[src/rtl/sonic_constants.sv]
// rtl/sonic_constants.sv - shared register address map for the sonic PCIe block
// Purpose: register addresses decoded by the sonic register clients.
// Ports: none (package).
package sonic_constants;

   localparam logic [7:0] SONIC_REG_CNTL_DW0 = 8'h20;
   localparam logic [7:0] SONIC_REG_CNTL_DW1 = 8'h21;
   localparam logic [7:0] SONIC_REG_CNTL_DW2 = 8'h22;
   localparam logic [7:0] SONIC_REG_CNTL_DW3 = 8'h23;

endpackage

[src/rtl/sonic_irq_pkg.sv]
// rtl/sonic_irq_pkg.sv - types and constants for the sonic interrupt generator
// Purpose: FSM state encoding, CNTL_DW0 field positions and TLP fmt bytes.
// Ports: none (package).
package sonic_irq_pkg;

   typedef enum logic [1:0] {
      IDLE     = 2'd0,
      START_TX = 2'd1,
      MWR_REQ  = 2'd2,
      MWR_DV   = 2'd3
   } irq_state_e;

   localparam int DW0_EN_BIT     = 0;
   localparam int DW0_THRESH_LSB = 8;
   localparam int DW0_THRESH_W   = 8;

   localparam logic [7:0] FMT_4DW_MWR = 8'h60;
   localparam logic [7:0] FMT_3DW_MWR = 8'h40;

endpackage

[src/rtl/sonic_irq_prg_reg.sv]
// rtl/sonic_irq_prg_reg.sv - CNTL_DW0..DW3 register file for the interrupt generator
// Purpose: captures irq_prg_* writes and decodes the DW0 fields.
// Ports:
//   clk_in, rstn                       clock, async active-low reset
//   irq_prg_wrena/wrdata/addr          register write port
//   irq_en, thresh                     DW0 fields (thresh 0 reads back as 1)
//   addr_lo, addr_hi                   DW1/DW2 interrupt target address
//   rx_block_size                      DW3 contents
module sonic_irq_prg_reg
   import sonic_constants::*;
   import sonic_irq_pkg::*;
(
   input  logic        clk_in,
   input  logic        rstn,
   input  logic        irq_prg_wrena,
   input  logic [31:0] irq_prg_wrdata,
   input  logic [7:0]  irq_prg_addr,
   output logic        irq_en,
   output logic [7:0]  thresh,
   output logic [31:0] addr_lo,
   output logic [31:0] addr_hi,
   output logic [31:0] rx_block_size
);

   logic       irq_en_q;
   logic [7:0] thresh_q;

   always_ff @(posedge clk_in or negedge rstn) begin
      if (!rstn) begin
         irq_en_q      <= 1'b0;
         thresh_q      <= 8'h0;
         addr_lo       <= 32'h0;
         addr_hi       <= 32'h0;
         rx_block_size <= 32'h0;
      end else if (irq_prg_wrena) begin
         case (irq_prg_addr)
            SONIC_REG_CNTL_DW0: begin
               irq_en_q <= irq_prg_wrdata[DW0_EN_BIT];
               thresh_q <= irq_prg_wrdata[DW0_THRESH_LSB +: DW0_THRESH_W];
            end
            SONIC_REG_CNTL_DW1: addr_lo       <= irq_prg_wrdata;
            SONIC_REG_CNTL_DW2: addr_hi       <= irq_prg_wrdata;
            SONIC_REG_CNTL_DW3: rx_block_size <= irq_prg_wrdata;
            default: ;
         endcase
      end
   end

   assign irq_en = irq_en_q;
   // A zero threshold would fire with nothing to report, so it acts as 1.
   assign thresh = (thresh_q == 8'h0) ? 8'h1 : thresh_q;

endmodule

[src/rtl/sonic_irq_gen.sv]
// rtl/sonic_irq_gen.sv - coalescing MSI-style interrupt generator over the shared TX backend
// Purpose: counts completed RX blocks and, once a batch threshold is reached,
//   issues one single-beat PCIe memory write carrying {0, block_size, reported, seq}.
// Optional feature: SONIC_IRQ_TIMEOUT_EN flushes a partial batch after TIMEOUT_CYCLES idle cycles.
// Ports:
//   clk_in, rstn                                 clock, async active-low reset
//   irq_prg_wrena/wrdata/addr                    register writes from sonic_cmd_ctl
//   rx_block_done                                one pulse per completed RX block
//   rx_block_size, irq_count                     DW3 export, interrupts issued
//   tx_req/desc/dv/dfr/data/err, tx_ack/ws       PCIe TX backend
//   tx_sel, tx_ready_others, tx_busy, tx_ready   TX arbitration
module sonic_irq_gen
   import sonic_irq_pkg::*;
#(
   parameter int TIMEOUT_CYCLES = 125000,
   parameter int PEND_WIDTH     = 16
)(
   input  logic         clk_in,
   input  logic         rstn,
   input  logic         irq_prg_wrena,
   input  logic [31:0]  irq_prg_wrdata,
   input  logic [7:0]   irq_prg_addr,
   input  logic         rx_block_done,
   output logic [31:0]  rx_block_size,
   output logic [31:0]  irq_count,
   output logic         tx_req,
   output logic [127:0] tx_desc,
   output logic         tx_dv,
   output logic         tx_dfr,
   output logic [127:0] tx_data,
   output logic         tx_err,
   input  logic         tx_ack,
   input  logic         tx_ws,
   input  logic         tx_sel,
   input  logic         tx_ready_others,
   output logic         tx_busy,
   output logic         tx_ready
);

   logic                  irq_en;
   logic [7:0]            thresh;
   logic [31:0]           addr_lo, addr_hi;

   irq_state_e            state_q, state_d;
   logic [PEND_WIDTH-1:0] pending_q, reported_q, thresh_w, rep_now;
   logic [PEND_WIDTH:0]   pend_sum;
   logic [31:0]           seq_q, irq_count_q;
   logic [127:0]          desc_q, data_q, desc_d;
   logic                  latch_desc, tx_accept;
   logic                  addr_ok, batch_fire, timeout_fire, fire;

   sonic_irq_prg_reg u_prg_reg (
      .clk_in         (clk_in),
      .rstn           (rstn),
      .irq_prg_wrena  (irq_prg_wrena),
      .irq_prg_wrdata (irq_prg_wrdata),
      .irq_prg_addr   (irq_prg_addr),
      .irq_en         (irq_en),
      .thresh         (thresh),
      .addr_lo        (addr_lo),
      .addr_hi        (addr_hi),
      .rx_block_size  (rx_block_size)
   );

   assign thresh_w   = PEND_WIDTH'(thresh);
   assign rep_now    = (pending_q < thresh_w) ? pending_q : thresh_w;
   // The write must target a non-null, DW-aligned address.
   assign addr_ok    = ({addr_hi, addr_lo} != 64'h0) && (addr_lo[1:0] == 2'b00);
   assign batch_fire = irq_en && (pending_q >= thresh_w) && addr_ok;
   assign fire       = batch_fire || timeout_fire;

`ifdef SONIC_IRQ_TIMEOUT_EN
   logic [31:0] idle_cnt_q;
   logic        waiting;

   assign waiting      = (state_q == IDLE) && (pending_q != '0) && (pending_q < thresh_w) && irq_en;
   assign timeout_fire = waiting && addr_ok && !rx_block_done &&
                         (idle_cnt_q == 32'(TIMEOUT_CYCLES - 1));

   always_ff @(posedge clk_in or negedge rstn) begin
      if (!rstn)
         idle_cnt_q <= 32'h0;
      else if (rx_block_done || fire || !waiting)
         idle_cnt_q <= 32'h0;
      else
         idle_cnt_q <= idle_cnt_q + 32'h1;
   end
`else
   logic unused_timeout_cfg;
   assign unused_timeout_cfg = (TIMEOUT_CYCLES != 0);
   assign timeout_fire       = 1'b0;
`endif

   always_comb begin
      state_d    = state_q;
      tx_ready   = 1'b0;
      tx_req     = 1'b0;
      tx_dv      = 1'b0;
      tx_busy    = 1'b0;
      latch_desc = 1'b0;
      tx_accept  = 1'b0;
      case (state_q)
         IDLE:     if (fire) state_d = START_TX;
         START_TX: begin
            tx_ready = 1'b1;
            if (tx_sel && !tx_ws && !tx_ready_others) begin
               latch_desc = 1'b1;
               state_d    = MWR_REQ;
            end
         end
         MWR_REQ: begin
            tx_req  = 1'b1;
            tx_busy = 1'b1;
            if (tx_ack) begin
               tx_accept = 1'b1;
               state_d   = MWR_DV;
            end
         end
         MWR_DV: begin
            tx_dv   = 1'b1;
            tx_busy = 1'b1;
            if (!tx_ws) state_d = IDLE;
         end
         default: state_d = IDLE;
      endcase
   end

   always_comb begin
      desc_d            = 128'h0;
      desc_d[127:120]   = (addr_hi != 32'h0) ? FMT_4DW_MWR : FMT_3DW_MWR;
      desc_d[105:96]    = 10'd4;
      desc_d[79:72]     = 8'h00;
      desc_d[71:64]     = 8'hFF;
      desc_d[63:0]      = {addr_hi, addr_lo};
   end

   // reported never exceeds pending, so the sum cannot underflow; bit PEND_WIDTH
   // flags an increment past the counter's ceiling.
   assign pend_sum = {1'b0, pending_q} + (PEND_WIDTH+1)'(rx_block_done)
                   - (tx_accept ? {1'b0, reported_q} : '0);

   always_ff @(posedge clk_in or negedge rstn) begin
      if (!rstn) begin
         state_q     <= IDLE;
         pending_q   <= '0;
         reported_q  <= '0;
         seq_q       <= 32'h0;
         irq_count_q <= 32'h0;
         desc_q      <= 128'h0;
         data_q      <= 128'h0;
      end else begin
         state_q   <= state_d;
         pending_q <= pend_sum[PEND_WIDTH] ? '1 : pend_sum[PEND_WIDTH-1:0];
         if (latch_desc) begin
            desc_q     <= desc_d;
            data_q     <= {32'h0, rx_block_size, 32'(rep_now), seq_q};
            reported_q <= rep_now;
         end
         if (tx_accept) begin
            seq_q       <= seq_q + 32'h1;
            irq_count_q <= irq_count_q + 32'h1;
         end
      end
   end

   assign tx_desc   = desc_q;
   assign tx_data   = data_q;
   assign tx_dfr    = 1'b0;
   assign tx_err    = 1'b0;
   assign irq_count = irq_count_q;

endmodule

[config.mk]
export PLATFORM = sky130hd
export DESIGN_NAME = sonic_irq_gen
export DESIGN_NICKNAME = d
export VERILOG_FILES = /design/src/rtl/sonic_constants.sv /design/src/rtl/sonic_irq_pkg.sv /design/src/rtl/sonic_irq_prg_reg.sv /design/src/rtl/sonic_irq_gen.sv
export SDC_FILE = /design/constraint.sdc
export NUM_CORES = 1
export LEC_CHECK = 0
export ABC_AREA = 0
export ABC_CLOCK_PERIOD_IN_PS = 4150
export BUFFER_PORTS_ARGS = -buffer_cell sky130_fd_sc_hd__buf_2
export CORE_MARGIN = 1.5
export CORE_UTILIZATION = 56
export CTS_BUF_LIST = sky130_fd_sc_hd__clkbuf_8
export CTS_CLUSTER_SIZE = 25
export DETAILED_ROUTE_END_ITERATION = 16
export PLACE_DENSITY = 0.83
export SYNTH_ARGS = -nofsm -noshare
export SYNTH_HDL_FRONTEND = slang
export SYNTH_HIERARCHICAL = 1
export SYNTH_SLANG_ARGS = --single-unit
[constraint.sdc]
create_clock -name clk_in -period 4.15 [get_ports clk_in]
set_input_delay 0.415 -clock clk_in [delete_from_list [all_inputs] [get_ports clk_in]]
set_output_delay 0.415 -clock clk_in [all_outputs]
set_load 0.01 [all_outputs]
==> flow_metrics.py <==
metrics = {
    "placed_design": {
        "place_hpwl_um": 23340,
        "globalplace.congestion": 0.8701,
        "dp.cells": 1749,
        "io_buffers": 270,
    },
    "finish": {
        "fin_cells": 1839,
        "drive_gt1_share_pct": 40.78,
        "mostFrequentLayoutCell": "dfrtp_1",
        "fin_nets": 1558,
        "syn_to_final_growth_pct": 14.56,
        "layout_common_cells": "dfrtp_1 (333), buf_2 (269), mux2_2 (173)",
    },
    "yosys": {
        "yosys.area_share.adder_pct": 3.866,
        "yosys.area_share.simple_pct": 8.237,
        "synth_top_family_by_area": "multiplexers",
        "synthTopCellsByArea": "dfrtp_1 (54%), mux2_2 (13%), mux2_4 (5.8%), buf_4 (5.5%), ha_1 (3.7%)",
        "synth_seq_area_share_pct": 54.10,
        "synth_top_area_share_pct": 54.10,
        "ys_seq_elements": 333,
        "yosys.area.top_type": "dfrtp_1",
        "synth_compound_area_share_pct": 3.038,
        "yosysWarnings": 6,
        "synthMuxAreaShare_pct": 19.15,
        "synthCells": 1181,
        "ys_async_sr_fraction_pct": 100.0,
        "synth_xor_area_share_pct": 4.037,
        "synth.distinct_cells": 67,
        "synth_edf_count": 0,
        "ys.flop_type": "dfrtp_1",
        "postSynthAreaPerCell_sq_um": 13.04,
        "synthesis.area_sq_mm": 0.01540,
    },
    "clocking": {
        "cts_root_buf": "clkbuf_8",
        "cts_buffers": 52,
        "htreeDepth": 2,
        "cts_tree": "done",
        "clockBufferDepth": 3,
        "clk_pin_slew_worst_paths_ns": 0.06,
        "clk_latency_ns": 0.58,
        "ctsResizeCount": 0,
        "cts_sinks": 333,
    },
    "die": {
        "core-area_sq_mm": 0.02695,
        "start_util_pct": 57.15,
        "ioPinCount": 374,
        "fp-row-count": 60,
        "dieWidth_um": 168.9,
        "die_h_um": 168.9,
        "die_area_sq_mm": 0.02851,
    },
    "flow_run": {
        "max_cap_viol_count": 0,
    },
    "global_routing": {
        "grt_usage_pct": 23.00,
        "grt_max_degree": 112,
        "grt_pass1_vias": 9797,
        "grt-ovfl-total": 0,
        "antenna_found_initial": 3,
        "grt_pass1_wl_um": 52140,
    },
    "power_and_ir_drop": {
        "ir_worst_vdd_mv": 0.3234,
        "p_leak_nw": 9.709,
        "power_density_mw_per_mm2": 527.8,
        "p_total_w": 0.009315,
    },
    "setup_path": {
        "critPathLaunchType": "flip-flop",
        "critPathMaxFanout": 10,
        "path_class": "reg -> reg",
        "end_kind": "flip-flop",
        "arrival_ns": 4.21,
        "worst-endpoint-required_ns": 4.61,
    },
    "routing": {
        "wl_per_cell_um": 17.75,
        "dr.pass1.iters": 4,
        "routed_wl_um": 32640,
        "drc": 0,
        "drt_iter0_markers": 565,
        "vias_per_cell": 5.269,
        "vias": 9689,
        "ant_nets": 0,
    },
    "run_status": {
        "outcome": "finished clean",
    },
    "sta": {
        "fmax_mhz": 267.0,
        "drv_slew": 0,
        "hold_ws_ns": 0.09104,
        "fin_crit_sh_pct": 90.24,
        "setup_viol": 0,
        "finClkSkew_ns": 0.03213,
        "rsz0062_at_grt": "no",
        "hold_violations": 0,
        "tightest_slew_ns": 1.179,
        "max_slew_margin_pct": 21.42,
        "min_period_ns": 3.745,
        "setup_tns_ns": 0,
    },
    "worst_hold_path": {
        "hp-class": "in -> reg",
    },
}
-- layer usage --
metal / share of wire, % / track usage, % / vias to the layer above
met3: 5.8 / 5.027 / 58
met1: 43 / 30.35 / 4878
met2: 48 / 37.21 / 299
li1: - / - / 4452
met5: 0.040 / 0 / -
met4: 3.0 / 9.200 / 2
-- per-stage QoR --
step / setup slack, ns / instance area [sq um] / utilization [%]
global route: 0.07411 / 17650 / 65.48
global placement: 0.6884 / 16620 / 61.66
CTS: 0.4069 / 17640 / 65.46
floorplan: 0.3589 / 15790 / -
detailed placement: 0.4448 / 16620 / 61.66
finish: 0.4049 / 17650 / 65.48
-- report_power, final --
group | internal [W] | leakage (nW) | total (W) | switching, W
clock network | 0.00144 | 0.584 | 0.00266 | 0.00122
registers | 0.00359 | 4.52 | 0.00386 | 0.000276
logic | 0.00118 | 4.60 | 0.00279 | 0.00161
-- path summary, 6_finish.rpt --
kind	startpoint	to	slack, ns	depth (start not counted)
hold / removal	irq_prg_wrdata[18]	u_prg_reg/addr_hi[18]	0.09	2
min in group asynchronous	rstn	u_prg_reg/rx_block_size[21]	0.47	2
setup reg to reg	state_q[0]	pending_q[12]	0.40	12
max in group asynchronous	rstn	irq_count[17]	2.64	3
setup / recovery	state_q[0]	pending_q[12]	0.40	12
hold reg to reg	seq_q[31]	seq_q[31]	0.47	1
-- cell usage after synthesis (all sizes together), types with 2 or more instances --
library cell	n
a211oi	6
a21o	4
a21oi	31
a31oi	4
and2	3
and3	13
and4	5
buf	144
clkbuf	13
dfrtp	333
ha	46
inv	18
mux2	234
mux2i	9
nand2	74
nand2b	2
nand3	21
nand4	20
nor2	39
nor2b	13
nor3	10
nor3b	3
nor4	19
o2111ai	2
o211ai	2
o21ai	15
or2	5
or3	2
xnor2	50
xor2	21
-- worst max-delay path, stage by stage, from the launching register on --
cell and delay, ns:
dfrtp_1 0.42, inv_1 0.10, ha_1 0.40, and2_2 0.34, nand2_1 0.09, ha_1 0.32
fa_1 0.48, a211oi_1 0.38, o211ai_1 0.17, a21boi_0 0.37, o21ai_0 0.19, and2_1 0.20
o21ai_0 0.17
-- area by class of cell --
class	count	area, sq um
inverters	18	67.56
fillers	1950	9304
multi-input cells	775	6301
repair buffers	283	1499
diodes	2	5.005
flip-flops and latches	333	8333
clock inverters	20	92.59
well taps	341	426.7
clock buffers	67	922.1
-- kinds of logic (layout without fill, tap and decap cells) --
logic type | count (synthesis) | after routing
simple gates | 236 | 236
buf+inv | 175 | 388
other cells | 1 | 105
flops | 333 | 333
compound gates | 75 | 75
xor+xnor | 71 | 71
fa+ha+maj | 47 | 47
mux | 243 | 243
-- state kept, by name, summed over array words and instances, names as in the netlist --
| name | flops |
|---|---|
| pending_q | 16 |
| u_prg_reg/addr_hi | 32 |
| seq_q | 32 |
| reported_q | 15 |
| u_prg_reg/thresh_q | 8 |
| tx_desc | 66 |
| tx_data | 65 |
| u_prg_reg/irq_en | 1 |
| u_prg_reg/rx_block_size | 32 |
| irq_count | 32 |
| state_q | 2 |
| u_prg_reg/addr_lo | 32 |
-- timing repair --
action | 4_1_cts | 5_1_grt
endpoints found under the hold margin | 106 | 0
buffers inserted | 0 | 0
hold buffers | 1 | 0
Note: power is estimated with default switching activity, not from simulation.
